### src/rtl/nibble_adder_pkg.sv
// Shared types and constants for the nibble-serial adder.
package nibble_adder_pkg;

    localparam int unsigned NIBBLE_W = 4;

    typedef enum logic [1:0] {IDLE, ADD, DONE} state_t;

endpackage

### src/rtl/nibble_add.sv
// Combinational 4-bit adder slice with carry in and carry out.
module nibble_add
    import nibble_adder_pkg::*;
(
    input  logic [NIBBLE_W-1:0] a,
    input  logic [NIBBLE_W-1:0] b,
    input  logic                cin,
    output logic [NIBBLE_W-1:0] s,
    output logic                cout
);

    assign {cout, s} = {1'b0, a} + {1'b0, b} + {{NIBBLE_W{1'b0}}, cin};

endmodule

### src/rtl/nibble_serial_adder.sv
// Wide adder that processes one nibble per clock through a single 4-bit slice.
// Optional signed-overflow output enabled by defining OVERFLOW_FLAG_EN.
module nibble_serial_adder
    import nibble_adder_pkg::*;
#(
    parameter int unsigned NIBBLES = 4
)
(
    input  logic                        clk,
    input  logic                        nrst,
    input  logic                        start,
    output logic                        ready,
    input  logic [NIBBLE_W*NIBBLES-1:0] a_in,
    input  logic [NIBBLE_W*NIBBLES-1:0] b_in,
    input  logic                        cin,
    output logic                        busy,
    output logic                        done,
    output logic [NIBBLE_W*NIBBLES-1:0] sum_out,
    output logic                        cout
`ifdef OVERFLOW_FLAG_EN
    ,
    output logic                        ovf
`endif
);

    localparam int unsigned W     = NIBBLE_W * NIBBLES;
    localparam int unsigned IDX_W = (NIBBLES > 1) ? $clog2(NIBBLES) : 1;

    state_t             state_reg, state_next;
    logic [W-1:0]       a_reg, b_reg;
    logic [W-1:0]       acc_reg, acc_next;
    logic [W-1:0]       sum_reg;
    logic               carry_reg;
    logic               cout_reg;
    logic [IDX_W-1:0]   idx_reg;
    logic [NIBBLE_W-1:0] slice_s;
    logic               slice_cout;
    logic               accept;
    logic               last_nibble;

    assign ready       = (state_reg == IDLE) || (state_reg == DONE);
    assign busy        = (state_reg == ADD);
    assign done        = (state_reg == DONE);
    assign accept      = start && ready;
    assign last_nibble = (idx_reg == IDX_W'(NIBBLES - 1));
    assign sum_out     = sum_reg;
    assign cout        = cout_reg;

    nibble_add u_slice (
        .a    (a_reg[NIBBLE_W-1:0]),
        .b    (b_reg[NIBBLE_W-1:0]),
        .cin  (carry_reg),
        .s    (slice_s),
        .cout (slice_cout)
    );

    // Partial sum: only the nibble selected by idx takes the slice result.
    for (genvar gi = 0; gi < NIBBLES; gi++) begin : g_nib
        assign acc_next[gi*NIBBLE_W +: NIBBLE_W] =
            (idx_reg == IDX_W'(gi)) ? slice_s : acc_reg[gi*NIBBLE_W +: NIBBLE_W];
    end

    always_ff @(posedge clk) begin
        if (!nrst) begin
            state_reg <= IDLE;
        end else begin
            state_reg <= state_next;
        end
    end

    always_comb begin
        state_next = state_reg;
        case (state_reg)
            IDLE:    if (start) state_next = ADD;
            ADD:     if (last_nibble) state_next = DONE;
            DONE:    state_next = start ? ADD : IDLE;
            default: state_next = IDLE;
        endcase
    end

`ifdef OVERFLOW_FLAG_EN
    logic ovf_reg;
    logic msb_carry_in;

    // Carry into the top bit recovered from the slice's sum and operand bits.
    assign msb_carry_in = slice_s[NIBBLE_W-1] ^ a_reg[NIBBLE_W-1] ^ b_reg[NIBBLE_W-1];
    assign ovf          = ovf_reg;

    always_ff @(posedge clk) begin
        if (!nrst) begin
            ovf_reg <= 1'b0;
        end else if (state_reg == ADD && last_nibble) begin
            ovf_reg <= msb_carry_in ^ slice_cout;
        end
    end
`endif

    always_ff @(posedge clk) begin
        if (!nrst) begin
            a_reg     <= '0;
            b_reg     <= '0;
            acc_reg   <= '0;
            sum_reg   <= '0;
            carry_reg <= 1'b0;
            cout_reg  <= 1'b0;
            idx_reg   <= '0;
        end else if (accept) begin
            a_reg     <= a_in;
            b_reg     <= b_in;
            carry_reg <= cin;
            idx_reg   <= '0;
        end else if (state_reg == ADD) begin
            a_reg     <= a_reg >> NIBBLE_W;
            b_reg     <= b_reg >> NIBBLE_W;
            carry_reg <= slice_cout;
            acc_reg   <= acc_next;
            idx_reg   <= idx_reg + IDX_W'(1);
            if (last_nibble) begin
                sum_reg  <= acc_next;
                cout_reg <= slice_cout;
            end
        end
    end

endmodule
### config.mk
export PLATFORM = sky130hd
export DESIGN_NAME = nibble_serial_adder
export DESIGN_NICKNAME = d
export VERILOG_FILES = /design/src/rtl/nibble_adder_pkg.sv /design/src/rtl/nibble_add.sv /design/src/rtl/nibble_serial_adder.sv
export SDC_FILE = /design/constraint.sdc
export NUM_CORES = 1
export LEC_CHECK = 0
export ABC_AREA = 1
export BUFFER_PORTS_ARGS = -buffer_cell sky130_fd_sc_hd__buf_2
export CAP_MARGIN = 10
export CORE_UTILIZATION = 56
export CTS_BUF_LIST = sky130_fd_sc_hd__clkbuf_2 sky130_fd_sc_hd__clkbuf_4 sky130_fd_sc_hd__clkbuf_8
export DETAILED_ROUTE_END_ITERATION = 16
export PLACE_DENSITY = 0.92
export SLEW_MARGIN = 15
export SYNTH_ARGS = -nofsm -noshare
export SYNTH_HDL_FRONTEND = slang
export SYNTH_SLANG_ARGS = --single-unit
### constraint.sdc
create_clock -name clk -period 2.45 [get_ports clk]
set_input_delay 0.245 -clock clk [delete_from_list [all_inputs] [get_ports clk]]
set_output_delay 0.245 -clock clk [all_outputs]
set_load 0.05 [all_outputs]
# Word-level counts from Yosys, hierarchy flattened
# Cells that the tools add are included.
dict set report op_classes {
  reduce_logical 9
  n_addsub 3
  n_bitwise 2
  mux 14
  n_eq_ne 7
}
# operator count
set ops {}
lappend ops {{$mux W16} 4}
lappend ops {{$mux W4} 4}
lappend ops {{$eq A2 B2 Y1 const B} 3}
lappend ops {{$pmux W2 S3} 1}
lappend ops {{$add A4 B4 Y5} 1}
lappend ops {{$add A5 B1 Y5} 1}
lappend ops {{$eq A2 B1 Y1 const B} 2}
lappend ops {{$logic_not A2 Y1} 2}
lappend ops {{$mux W2} 2}
lappend ops {{$reduce_and A2 Y1} 2}
lappend ops {{$mux W1} 3}
lappend ops {{$reduce_and A3 Y1} 1}
lappend ops {{$add A2 B1 Y2 const B} 1}
lappend ops {{$ne A2 B1 Y1 const B} 1}
lappend ops {{$ne A2 B2 Y1 const B} 1}
lappend ops {{$not A1 Y1} 2}
lappend ops {{$reduce_bool A2 Y1} 1}
lappend ops {{$reduce_or A2 Y1} 1}
lappend ops {{$logic_and A1 B1 Y1} 1}
lappend ops {{$logic_or A1 B1 Y1} 1}
dict set report word_totals {
  word_cells 43
  output_inout_bits 20
  reg_bits 70
}

# Depth between registers and ports, before layout
# Gate-level depths: netlist of the first run.
dict set report logic_depth {
  word_depth 5
  mapped_depth 9
  ltp_nobuf 8
}

# Cells and area by module
# A second synthesis of the first run with hierarchy kept.
dict set report unflattened {
  hier_cells 423
  hier_area_um2 3064.2
}
# mod seq_area_each_um2 cells_each area_each_um2 instances
set modules_own_cells {}
lappend modules_own_cells {nibble_serial_adder 1321.3 398 2899.0 1}
lappend modules_own_cells {nibble_add 0.0 25 165.2 1}

# Worst setup path before layout of the first run
# OpenSTA, ideal clock, no wires.
dict set report synth_path {
  path_kind {register -> register}
  from {register a_reg[0]}
  to {register sum_reg[10] (netlist: sum_out[10])}
  n_path_buf 0
  required_time_ps 2376
  setup_slack_ps 742
  setup_ps 74
  path_stages_with_launch 6
  t_arrival_ps 1633
  path_cell_list {dfxtp_1 > fa_1 > fa_1 > xor2_1 > a21oi_1 > o21ai_0}
}
dict set report synth_via {
  elab_chain_cells 3
}
# item line_no
set synth_rtl {}
lappend synth_rtl {{start: declaration} nibble_serial_adder.sv:30} ;# logic [W-1:0] a_reg, b_reg;
lappend synth_rtl {{start signal: assignment} nibble_serial_adder.sv:108} ;# a_reg <= a_in;
lappend synth_rtl {{start signal: assignment} nibble_serial_adder.sv:113} ;# a_reg <= a_reg >> NIBBLE_W;
lappend synth_rtl {{$add A4 B4 Y5} nibble_add.sv:12} ;# assign {cout, s} = {1'b0, a} + {1'b0, b} + {{NIBBLE_W{1'b0}}, cin};
lappend synth_rtl {{$add A5 B1 Y5} nibble_add.sv:12}
lappend synth_rtl {{$mux W4} nibble_serial_adder.sv:60} ;# (idx_reg == IDX_W'(gi)) ? slice_s : acc_reg[gi*NIBBLE_W +: NIBBLE_W];
lappend synth_rtl {{end signal: assignment} nibble_serial_adder.sv:119} ;# sum_reg <= acc_next;
lappend synth_rtl {{end: declaration} nibble_serial_adder.sv:32} ;# logic [W-1:0] sum_reg;
# Every way passes these cells.
# A chain may end at the register's enable or synchronous reset.

# Worst setup path in the final report of the first run
dict set report layout_path {
  from {register a_reg[0]}
  to {register sum_reg[9] (netlist: sum_out[9])}
}
# The elaborated chain is that of the path after synthesis.

==> out/results.ini, run 1 <==
[clock_network]
ctsHoldBuffers=0
clock_latency_ns=0.35
clk_path_buf_depth=2
clock_tree.root_cell=clkbuf_8
cts_buffers=9
cts_resized=0
htree_levels=3
clk_pin_slew_worst_paths_ns=0.07
clock_sinks=66
post-cts-setup-buffers=0
cts_tree=yes

[global_routing]
grt_max_degree=29
grt_pass1_vias=2350
antenna_found_initial=0
gr-usage-all-layers_pct=26.2
grt_overflow_total=0
grt_pass1_wl_mm=10.3

[synthesis]
synth_mux_area_share_pct=0
synth_area_leaders=dfxtp_1 (48%), nand2_1 (12%), o21ai_0 (6.1%)
synthAdderAreaFrac_pct=4.59
synth.cell_area_um2=2780
postSynthAreaPerCell_um2=7.85
ys_ff_latch=66
synth_xor_area_share_pct=0.315
synth_largest_area_cell=dfxtp_1
syn_inst=354
synth_top_family_by_area=simple AND/OR/NAND/NOR gates
async_flop_share_pct=0
synthTopCellsByCount=nand2_1 (90), dfxtp_1 (66), o21ai_0 (34)
syn_nets=399
ys.flop_type=dfxtp_1
synth-edff-count=0
seq_area_frac_synth_pct=47.5
synth_warnings=0
synth_top_area_share_pct=47.5
ys_types=27
yosys.area_share.simple_pct=24.4
synth_compound_area_share_pct=16.7
yosysMostFrequentCell=nand2_1

[placed_design]
place.gp.congestion=0.870
dp_hpwl_mm=4.37
io_buffers=55

[timing]
max_slew.worst_pin.slew_ns=0.709
min_period_ns=1.91
finalSetupTns_ns=0
holdWs_ns=0.131
setup_viol=0
fmax_ghz=0.524
skew_ns=0.00770
maxSlewViolCount=0
hold_viol_final=0
slew_headroom_pct=52.7
rsz0062_at_grt=false
period_share_pct=77.9

[worst_setup_path]
cp.arrival_ns=2.17
cp.required_ns=2.71
rr_endpoint=sum_out[9]
critPathKind=register to register
start_kind=register
reg2regPathDepth=6
end_kind=register
r2r_slack_ns=0.54
cp_max_fo=3
worstReg2RegStart=a_reg[0]

[die]
num_io_pins=56
die_x_um=72.5
initial_utilization_pct=58.5
rows=25
die_y_um=72.5
dieArea_um2=5250
core_area_um2=4750

[layout]
areaGrowthSynthToFinish_pct=18.2
drive_gt1_share_pct=22.7
antenna_cells=0
nNetsFinal=454
fillers=413

[hold_path]
whs_path_depth=2
min_to=b_reg[14]
hp-class=input port to register
min-delay-start=b_in[14]

[detailed_routing]
dr_wl_met2_mm=3.10
top_layer=met4
drt_wl_total_mm=6.21
wl_per_cell_um=12.9
drt-met1-wl_mm=2.59
vias=2559
via_per_inst=5.32
drc=0
first_iter_violations=210
ant_nets=0
first_pass_iters=5
wl_met3_um=403

[pwr]
vdd_drop_max_uv=627
leakagePower_uw=0.00149
power_density_nw_per_um2=771

[job]
maxCapViolCount=0

[outcome]
status=complete, no violations

## area by class of cell
cell class | instances | area, um2 | area share (%)
clock inverter | 2 | 35.0 | 1.07
timing repair buffer | 57 | 290 | 8.83
sequential | 66 | 1320 | 40.2
multi-input combinational | 249 | 1280 | 38.9
clock buffer | 14 | 174 | 5.29
inverter | 26 | 103 | 3.12
tap | 67 | 83.8 | 2.55
## layer usage
layer,global-route usage [%],vias to the layer above
met1,27.8,1168
met2,45.0,92
met4,10.5,0
met5,0,-
li1,-,1283
met3,11.9,16
## metrics by stage
stage,power [uW],area (um2),cells,utilization (%),worst slack [ns]
final,2530,3290,481,69.1,0.541
after global routing,2660,3290,481,69.1,0.359
after CTS,2550,3290,481,69.1,0.521
after detailed placement,1610,3080,465,64.7,0.564
after global placement,1590,3080,465,64.7,0.616
after floorplan,1510,2780,354,-,0.742
## cell usage in the layout (no fill, tap or decap), drive strengths merged
cell type and n:
fa 2, xor2 1, inv 25, ha 7
o21a 1, nor2 25, nand2 93, clkbuf 14
bufinv 1, a211oi 5, a21oi 29, o22ai 4
o211a 3, a31oi 8, or2 10, nor3 8
o21ai 34, dfxtp 66, buf 57, nand3 19
clkinv 2
## cell families (layout without fill, tap and decap cells)
kind of cell             Yosys count  after routing
AO/OA/AOI/OAI                     84             84
XOR/XNOR                           1              1
adder cells (fa/ha/maj)            9              9
buffers and inverters             39             99
flip-flops                        66             66
AND/OR/NAND/NOR                  155            155
## how the worst max path moves through the flow
| stage | from | end | slack [ns] | depth (start not counted) |
|---|---|---|---|---|
| floorplan | a_reg[0] | sum_out[10] | 0.74 | 5 |
| global placement | a_reg[0] | sum_out[6] | 0.62 | 5 |
| detailed placement | a_reg[0] | sum_out[10] | 0.56 | 5 |
| CTS | a_reg[0] | sum_out[9] | 0.52 | 6 |
| global route | a_reg[0] | sum_out[6] | 0.36 | 5 |
| finish | a_reg[0] | sum_out[9] | 0.54 | 6 |
## where the power goes
part           leakage [uW]  switching, uW  internal [uW]  total (uW)
clock              0.000111            387            558         945
sequential         0.000539           40.1           1140        1180
combinational      0.000843            263            142         404
## critical path, stage by stage, from the launching register on
cell,delay (ns)
dfxtp_1,0.34
fa_1,0.48
fa_1,0.54
inv_1,0.08
nand2_1,0.05
o21ai_0,0.11
o21ai_0,0.23
No activity file was read; power rests on OpenSTA's default activity.
==> run 2: changes to the inputs <==
==> constraint.sdc (replaced) <==
create_clock -name clk -period 2 [get_ports clk]
set_input_delay 0.2 -clock clk [delete_from_list [all_inputs] [get_ports clk]]
set_output_delay 0.2 -clock clk [all_outputs]
set_load 0.05 [all_outputs]
==> run 2 against run 1 <==
  * Final area shrank 0.57%
  * Combinational power increased by 26%
  * Non-clock buffer count grew 2
  * Critical path type unchanged
  * Via count is 0.74% higher
  * Sequential cell count did not move
  * Clock skew is 0.00081 ns lower
  * Clock power up 3.6%
  * Highest routed layer unchanged
  * Clock-buffer cell count stayed put
  * Largest cell class unchanged
  * Maximum frequency rose by 0.36%
  * Final cell count did not move
  * Critical path depth fell by 1
  * Power grew 16%
==> out/results.ini, run 2 (same netlist as run 1, synthesis figures left out) <==
[outcome]
status=complete, no violations

[worst_setup_path]
cp_max_fo=4  ; +1
crit_buf_inv=0  ; -1
cp.required_ns=2.26  ; -0.45 ns
start_kind=register
path_common_cell=fa_1
worstReg2RegStart=a_reg[0]
cp_slowest_stage_delay_ns=0.46  ; -0.08 ns
startpoint=a_reg[0]
end_kind=register
worstPathCellList=fa_1, fa_1, xor2_2, a21oi_1, o21ai_0
cp.arrival_ns=2.16  ; about the same
critPathKind=register to register
crit_slowest_cell=fa_1
cp_top_family=adder cells

[detailed_routing]
wl_per_cell_um=13.1  ; +1.3%
first_iter_violations=171  ; -19%
first_pass_iters=4  ; -1
ant_nets=0  ; unchanged
vias=2578  ; +0.74%
drc=0  ; unchanged
drt_wl_total_mm=6.29  ; +1.3%
via_per_inst=5.36  ; +0.74%

[placed_design]
dp_hpwl_mm=4.32  ; -0.99%
io_buffers=55  ; unchanged
pre_cts_ws_ns=0.0244  ; -0.540 ns
place.gp.congestion=0.877  ; +0.79%
place_area_um2=3090  ; +0.49%

[global_routing]
grt_max_degree=29  ; unchanged
grt_pass1_vias=2405  ; +2.3%
antenna_found_initial=0  ; unchanged
grt_overflow_total=0  ; unchanged
gr-usage-all-layers_pct=25.7  ; -0.45 points
grt_pass1_wl_mm=10.4  ; +1.5%

[timing]
fmax_ghz=0.526  ; +0.36%
min_period_ns=1.90  ; -0.00692 ns
skew_ns=0.00689  ; -0.000808 ns
rsz0062_at_grt=false
slew_headroom_pct=66.8  ; +14 points
finalSetupTns_ns=0  ; unchanged
hold_viol_final=0  ; unchanged
max_slew.worst_pin.slew_ns=0.497  ; -0.212 ns
setup_ws_ns=0.0983  ; -0.443 ns
setup_viol=0  ; unchanged
period_share_pct=95.1  ; +17 points
maxSlewViolCount=0  ; unchanged

[clock_network]
htree_levels=3  ; unchanged
cts_resized=0  ; unchanged
clock_sinks=66  ; unchanged
ctsHoldBuffers=0  ; unchanged
clock_latency_ns=0.33  ; -0.02 ns
cts_tree=yes
clock_tree.root_cell=clkbuf_8
post-cts-setup-buffers=0  ; unchanged
cts_buffers=9  ; unchanged
clk_path_buf_depth=2  ; unchanged
clk_pin_slew_worst_paths_ns=0.06  ; about the same

[pwr]
combPwrFrac_pct=17.3  ; +1.3 points
power_frac_clock_pct=33.3  ; -4.0 points
switching_share_pct=28.3  ; +1.1 points
vdd_drop_max_uv=564  ; -10%
power_density_nw_per_um2=899  ; +17%
leakagePower_uw=0.00148  ; -0.67%
p_int_uw=2110  ; +14%
sequentialPowerShare_pct=49.3  ; +2.6 points
switchingPower_uw=831  ; +21%
p_total_uw=2940  ; +16%

[job]
maxCapViolCount=0  ; unchanged

[die]
core_area_um2=4750  ; unchanged
initial_utilization_pct=58.5  ; unchanged
die_y_um=72.5  ; unchanged
die_x_um=72.5  ; unchanged
num_io_pins=56  ; unchanged
dieArea_um2=5250  ; unchanged
rows=25  ; unchanged

[layout]
fin_area_um2=3270  ; -0.57%
nNetsFinal=456  ; +0.44%
layout_commonest_cell=nand2_1
fillers=421  ; +1.9%
areaGrowthSynthToFinish_pct=17.6
drive_gt1_share_pct=22.9  ; +0.24 points
antenna_cells=0  ; unchanged
final_cell_mix=nand2_1 (90), dfxtp_1 (66), buf_2 (55), o21ai_0 (34), a21oi_1 (29)

[hold_path]
min-delay-start=b_in[13]
hp-class=input port to register

-- run 2: area by class of cell --
type                            count  area (um2)  area share [%]
Clock buffer                       14         168            5.13
Timing Repair Buffer               59         305            9.34
Multi-Input combinational cell    249        1290            39.4
Tap cell                           67        83.8            2.57
Sequential cell                    66        1320            40.4
Inverter                           26         103            3.14
-- run 2: through the flow --
stage	hold WS, ns	utilization [%]	std cells
global route	0.108	68.7	481
CTS	0.103	68.6	481
floorplan	0.341	-	354
finish	0.106	68.7	481
global placement	0.428	65.1	467
detailed placement	0.436	65.1	467
-- run 2: worst register-to-register path: cells and delay by family, from the launching register on --
| family | cells | cell delay (ns) |
|---|---|---|
| XOR/XNOR | 1 | 0.29 |
| AO/OA/AOI/OAI | 2 | 0.29 |
| adder cells (fa/ha/maj) | 2 | 0.91 |
| flip-flops | 1 | 0.33 |
-- run 2: metal layers --
| metal | vias up | share of wire, % | wire, um | global-route usage [%] |
|---|---|---|---|---|
| met5 | - | 0 | 0 | 0 |
| met4 | 0 | 2.3 | 142 | 12.0 |
| met3 | 18 | 5.7 | 357 | 5.42 |
| met2 | 92 | 50 | 3130 | 44.0 |
| met1 | 1185 | 42 | 2660 | 30.8 |
| li1 | 1283 | - | - | - |
-- run 2: path summary, 6_finish.rpt --
path / slack (ns) / to / depth (start not counted)
worst min-delay path: 0.11 / b_reg[13] / 2
worst max register to register: 0.1 / sum_out[10] / 5
worst max-delay path: 0.1 / sum_out[10] / 5
worst min register to register: 0.45 / sum_out[7] / 2
-- run 2: power groups by stage --
stage	registers, uW	logic, uW	clock network, uW
floorplan	1470	375	0
global placement	1470	476	0
detailed placement	1480	497	0
CTS	1450	501	989
global route	1460	563	1050
finish	1450	509	979
==> run 3: changes to the inputs <==
--- a/config.mk
+++ b/config.mk
@@ -12,6 +12,7 @@
 export CTS_BUF_LIST = sky130_fd_sc_hd__clkbuf_2 sky130_fd_sc_hd__clkbuf_4 sky130_fd_sc_hd__clkbuf_8
 export DETAILED_ROUTE_END_ITERATION = 16
 export PLACE_DENSITY = 0.92
+export SETUP_SLACK_MARGIN = 0.5
 export SLEW_MARGIN = 15
 export SYNTH_ARGS = -nofsm -noshare
 export SYNTH_HDL_FRONTEND = slang
==> run 3 against run 2 <==
  * Non-clock buffer count up 6
  * Highest routed layer unchanged
  * Worst hold slack worse by 0.0089 ns
  * Final cell count up 1.7%
  * Register-to-register slack better by 0.15 ns
  * First-iteration DRC count up 9.9%
  * Critical endpoint is now acc_reg[2]
  * Largest cell class is now multi-input gates
  * Routed wire length up 8.3%
  * Die area unchanged
==> out/results.ini, run 3 (same netlist as run 1, synthesis figures left out) <==
[global_routing]
grt_overflow_total=0  ; unchanged
grt_pass1_vias=2432  ; +1.1%
grt_pass1_wl_mm=10.7  ; +2.8%
grt_max_degree=29  ; unchanged
gr-usage-all-layers_pct=26.9  ; +1.2 points
antenna_found_initial=0  ; unchanged

[timing]
fmax_ghz=0.572  ; +8.7%
period_share_pct=87.5  ; -7.6 points
skew_ns=0.00807  ; +0.00118 ns
setup_viol=0  ; unchanged
min_period_ns=1.75  ; -0.152 ns
slew_headroom_pct=71.5  ; +4.7 points
rsz0062_at_grt=true
hold_viol_final=0  ; unchanged
finalSetupTns_ns=0  ; unchanged
maxSlewViolCount=0  ; unchanged
max_slew.worst_pin.slew_ns=0.426  ; -0.0706 ns

[die]
die_x_um=72.5  ; unchanged
rows=25  ; unchanged
dieArea_um2=5250  ; unchanged
core_area_um2=4750  ; unchanged
die_y_um=72.5  ; unchanged
initial_utilization_pct=58.5  ; unchanged
num_io_pins=56  ; unchanged

[detailed_routing]
via_per_inst=5.37  ; +0.27%
first_pass_iters=4  ; unchanged
vias=2628  ; +1.9%
drt_wl_total_mm=6.81  ; +8.3%
ant_nets=0  ; unchanged
drc=0  ; unchanged
first_iter_violations=188  ; +9.9%
wl_per_cell_um=13.9  ; +6.5%

[hold_path]
min-delay-start=b_in[12]
hp-class=input port to register
min_to=b_reg[12]
whs_path_depth=2  ; unchanged

[pwr]
power_density_nw_per_um2=1010  ; +13%
leakagePower_uw=0.00154  ; +3.9%
switchingPower_uw=944  ; +13%
combPwrFrac_pct=15.9  ; -1.4 points
vdd_drop_max_uv=563  ; -0.18%
p_total_uw=3530  ; +20%
switching_share_pct=26.7  ; -1.6 points
p_int_uw=2580  ; +23%
sequentialPowerShare_pct=41.3  ; -8.0 points
power_frac_clock_pct=42.8  ; +9.5 points

[placed_design]
place.gp.congestion=0.821  ; -6.3%
io_buffers=55  ; unchanged
dp_hpwl_mm=4.34  ; +0.31%

[worst_setup_path]
end_kind=register
start_kind=register
rr_endpoint=acc_reg[2]
cp_slowest_stage_delay_ns=0.40  ; -0.06 ns
critPathKind=register to register
reg2regPathDepth=5  ; unchanged
cp_max_fo=4  ; unchanged
crit_slowest_cell=fa_2
worstPathCellList=fa_2, fa_2, xor2_2, a21oi_1, o22ai_1
r2r_slack_ns=0.25  ; +0.15 ns
path_common_cell=fa_2
cp.required_ns=2.22  ; -0.04 ns
worstReg2RegStart=carry_reg
cp.arrival_ns=1.97  ; -0.19 ns

[clock_network]
cts_buffers=9  ; unchanged
clock_sinks=66  ; unchanged
cts_tree=yes
clk_pin_slew_worst_paths_ns=0.07  ; about the same
clock_latency_ns=0.35  ; +0.02 ns
htree_levels=3  ; unchanged
clock_tree.root_cell=clkbuf_8
ctsHoldBuffers=0  ; unchanged
clk_path_buf_depth=2  ; unchanged

[job]
maxCapViolCount=0  ; unchanged

[layout]
antenna_cells=0  ; unchanged
layout_commonest_cell=nand2_1
fillers=365  ; -13%
nNetsFinal=462  ; +1.3%
final_cell_mix=nand2_1 (89), dfxtp_1 (63), buf_2 (54), a21oi_1 (28), o21ai_0 (24)
areaGrowthSynthToFinish_pct=25.1
drive_gt1_share_pct=28.4  ; +5.5 points

[outcome]
status=complete, no violations

run 3: cell type report:
class,count,area [um2],area share [%]
clock buffer,10,131,3.78
timing repair buffer,65,353,10.1
sequential,66,1330,38.1
multi-input combinational,249,1340,38.5
inverter,26,108,3.09
clock inverter,6,138,3.96
tap,67,83.8,2.41
run 3: stage by stage:
stage / utilization (%) / cell area (um2) / std cells / setup WS, ns / hold slack, ns
detailed placement: 65.2 / 3100 / 466 / 0.285 / 0.440
CTS: 71.4 / 3400 / 483 / 0.266 / 0.0943
finish: 73.2 / 3480 / 489 / 0.250 / 0.0973
global placement: 65.2 / 3100 / 466 / 0.341 / 0.430
floorplan: - / 2790 / 354 / 0.388 / 0.341
global route: 73.2 / 3480 / 489 / 0.187 / 0.0996
run 3: layer usage:
layer / global-route usage [%] / part of all wire, % / vias up
li1: - / - / 1296
met1: 31.4 / 42 / 1209
met2: 47.0 / 51 / 105
met3: 4.58 / 5.3 / 18
met4: 14.2 / 2.3 / 0
met5: 0 / 0 / -
run 3: worst max path at each step:
stage | endpoint | start | depth (start not counted)
4_1_cts | acc_reg[1] | carry_reg | 6
3_5_place_dp | acc_reg[1] | carry_reg | 6
6_report | acc_reg[2] | carry_reg | 5
3_3_place_gp | acc_reg[1] | carry_reg | 6
5_1_grt | sum_out[6] | carry_reg | 5
2_1_floorplan | acc_reg[1] | carry_reg | 6
run 3: critical path: cells and delay by family (launching register included):
kind	cells	cell delay (ns)
fa+ha+maj	2	0.77
compound gates	2	0.32
flops	1	0.34
xor+xnor	1	0.19
run 3: power by group through the flow:
stage	registers [uW]	logic [uW]	clock network (uW)
global route	1460	619	1580
floorplan	1470	384	0
global placement	1470	486	0
detailed placement	1480	502	0
finish	1460	562	1510
CTS	1450	521	1510
run 3: what timing repair did:
item / in CTS / in global routing
buffers inserted: 1 / 6
gates resized for setup: 6 / 13
pin swaps: 1 / 4
setup endpoints to repair: 24 / 38
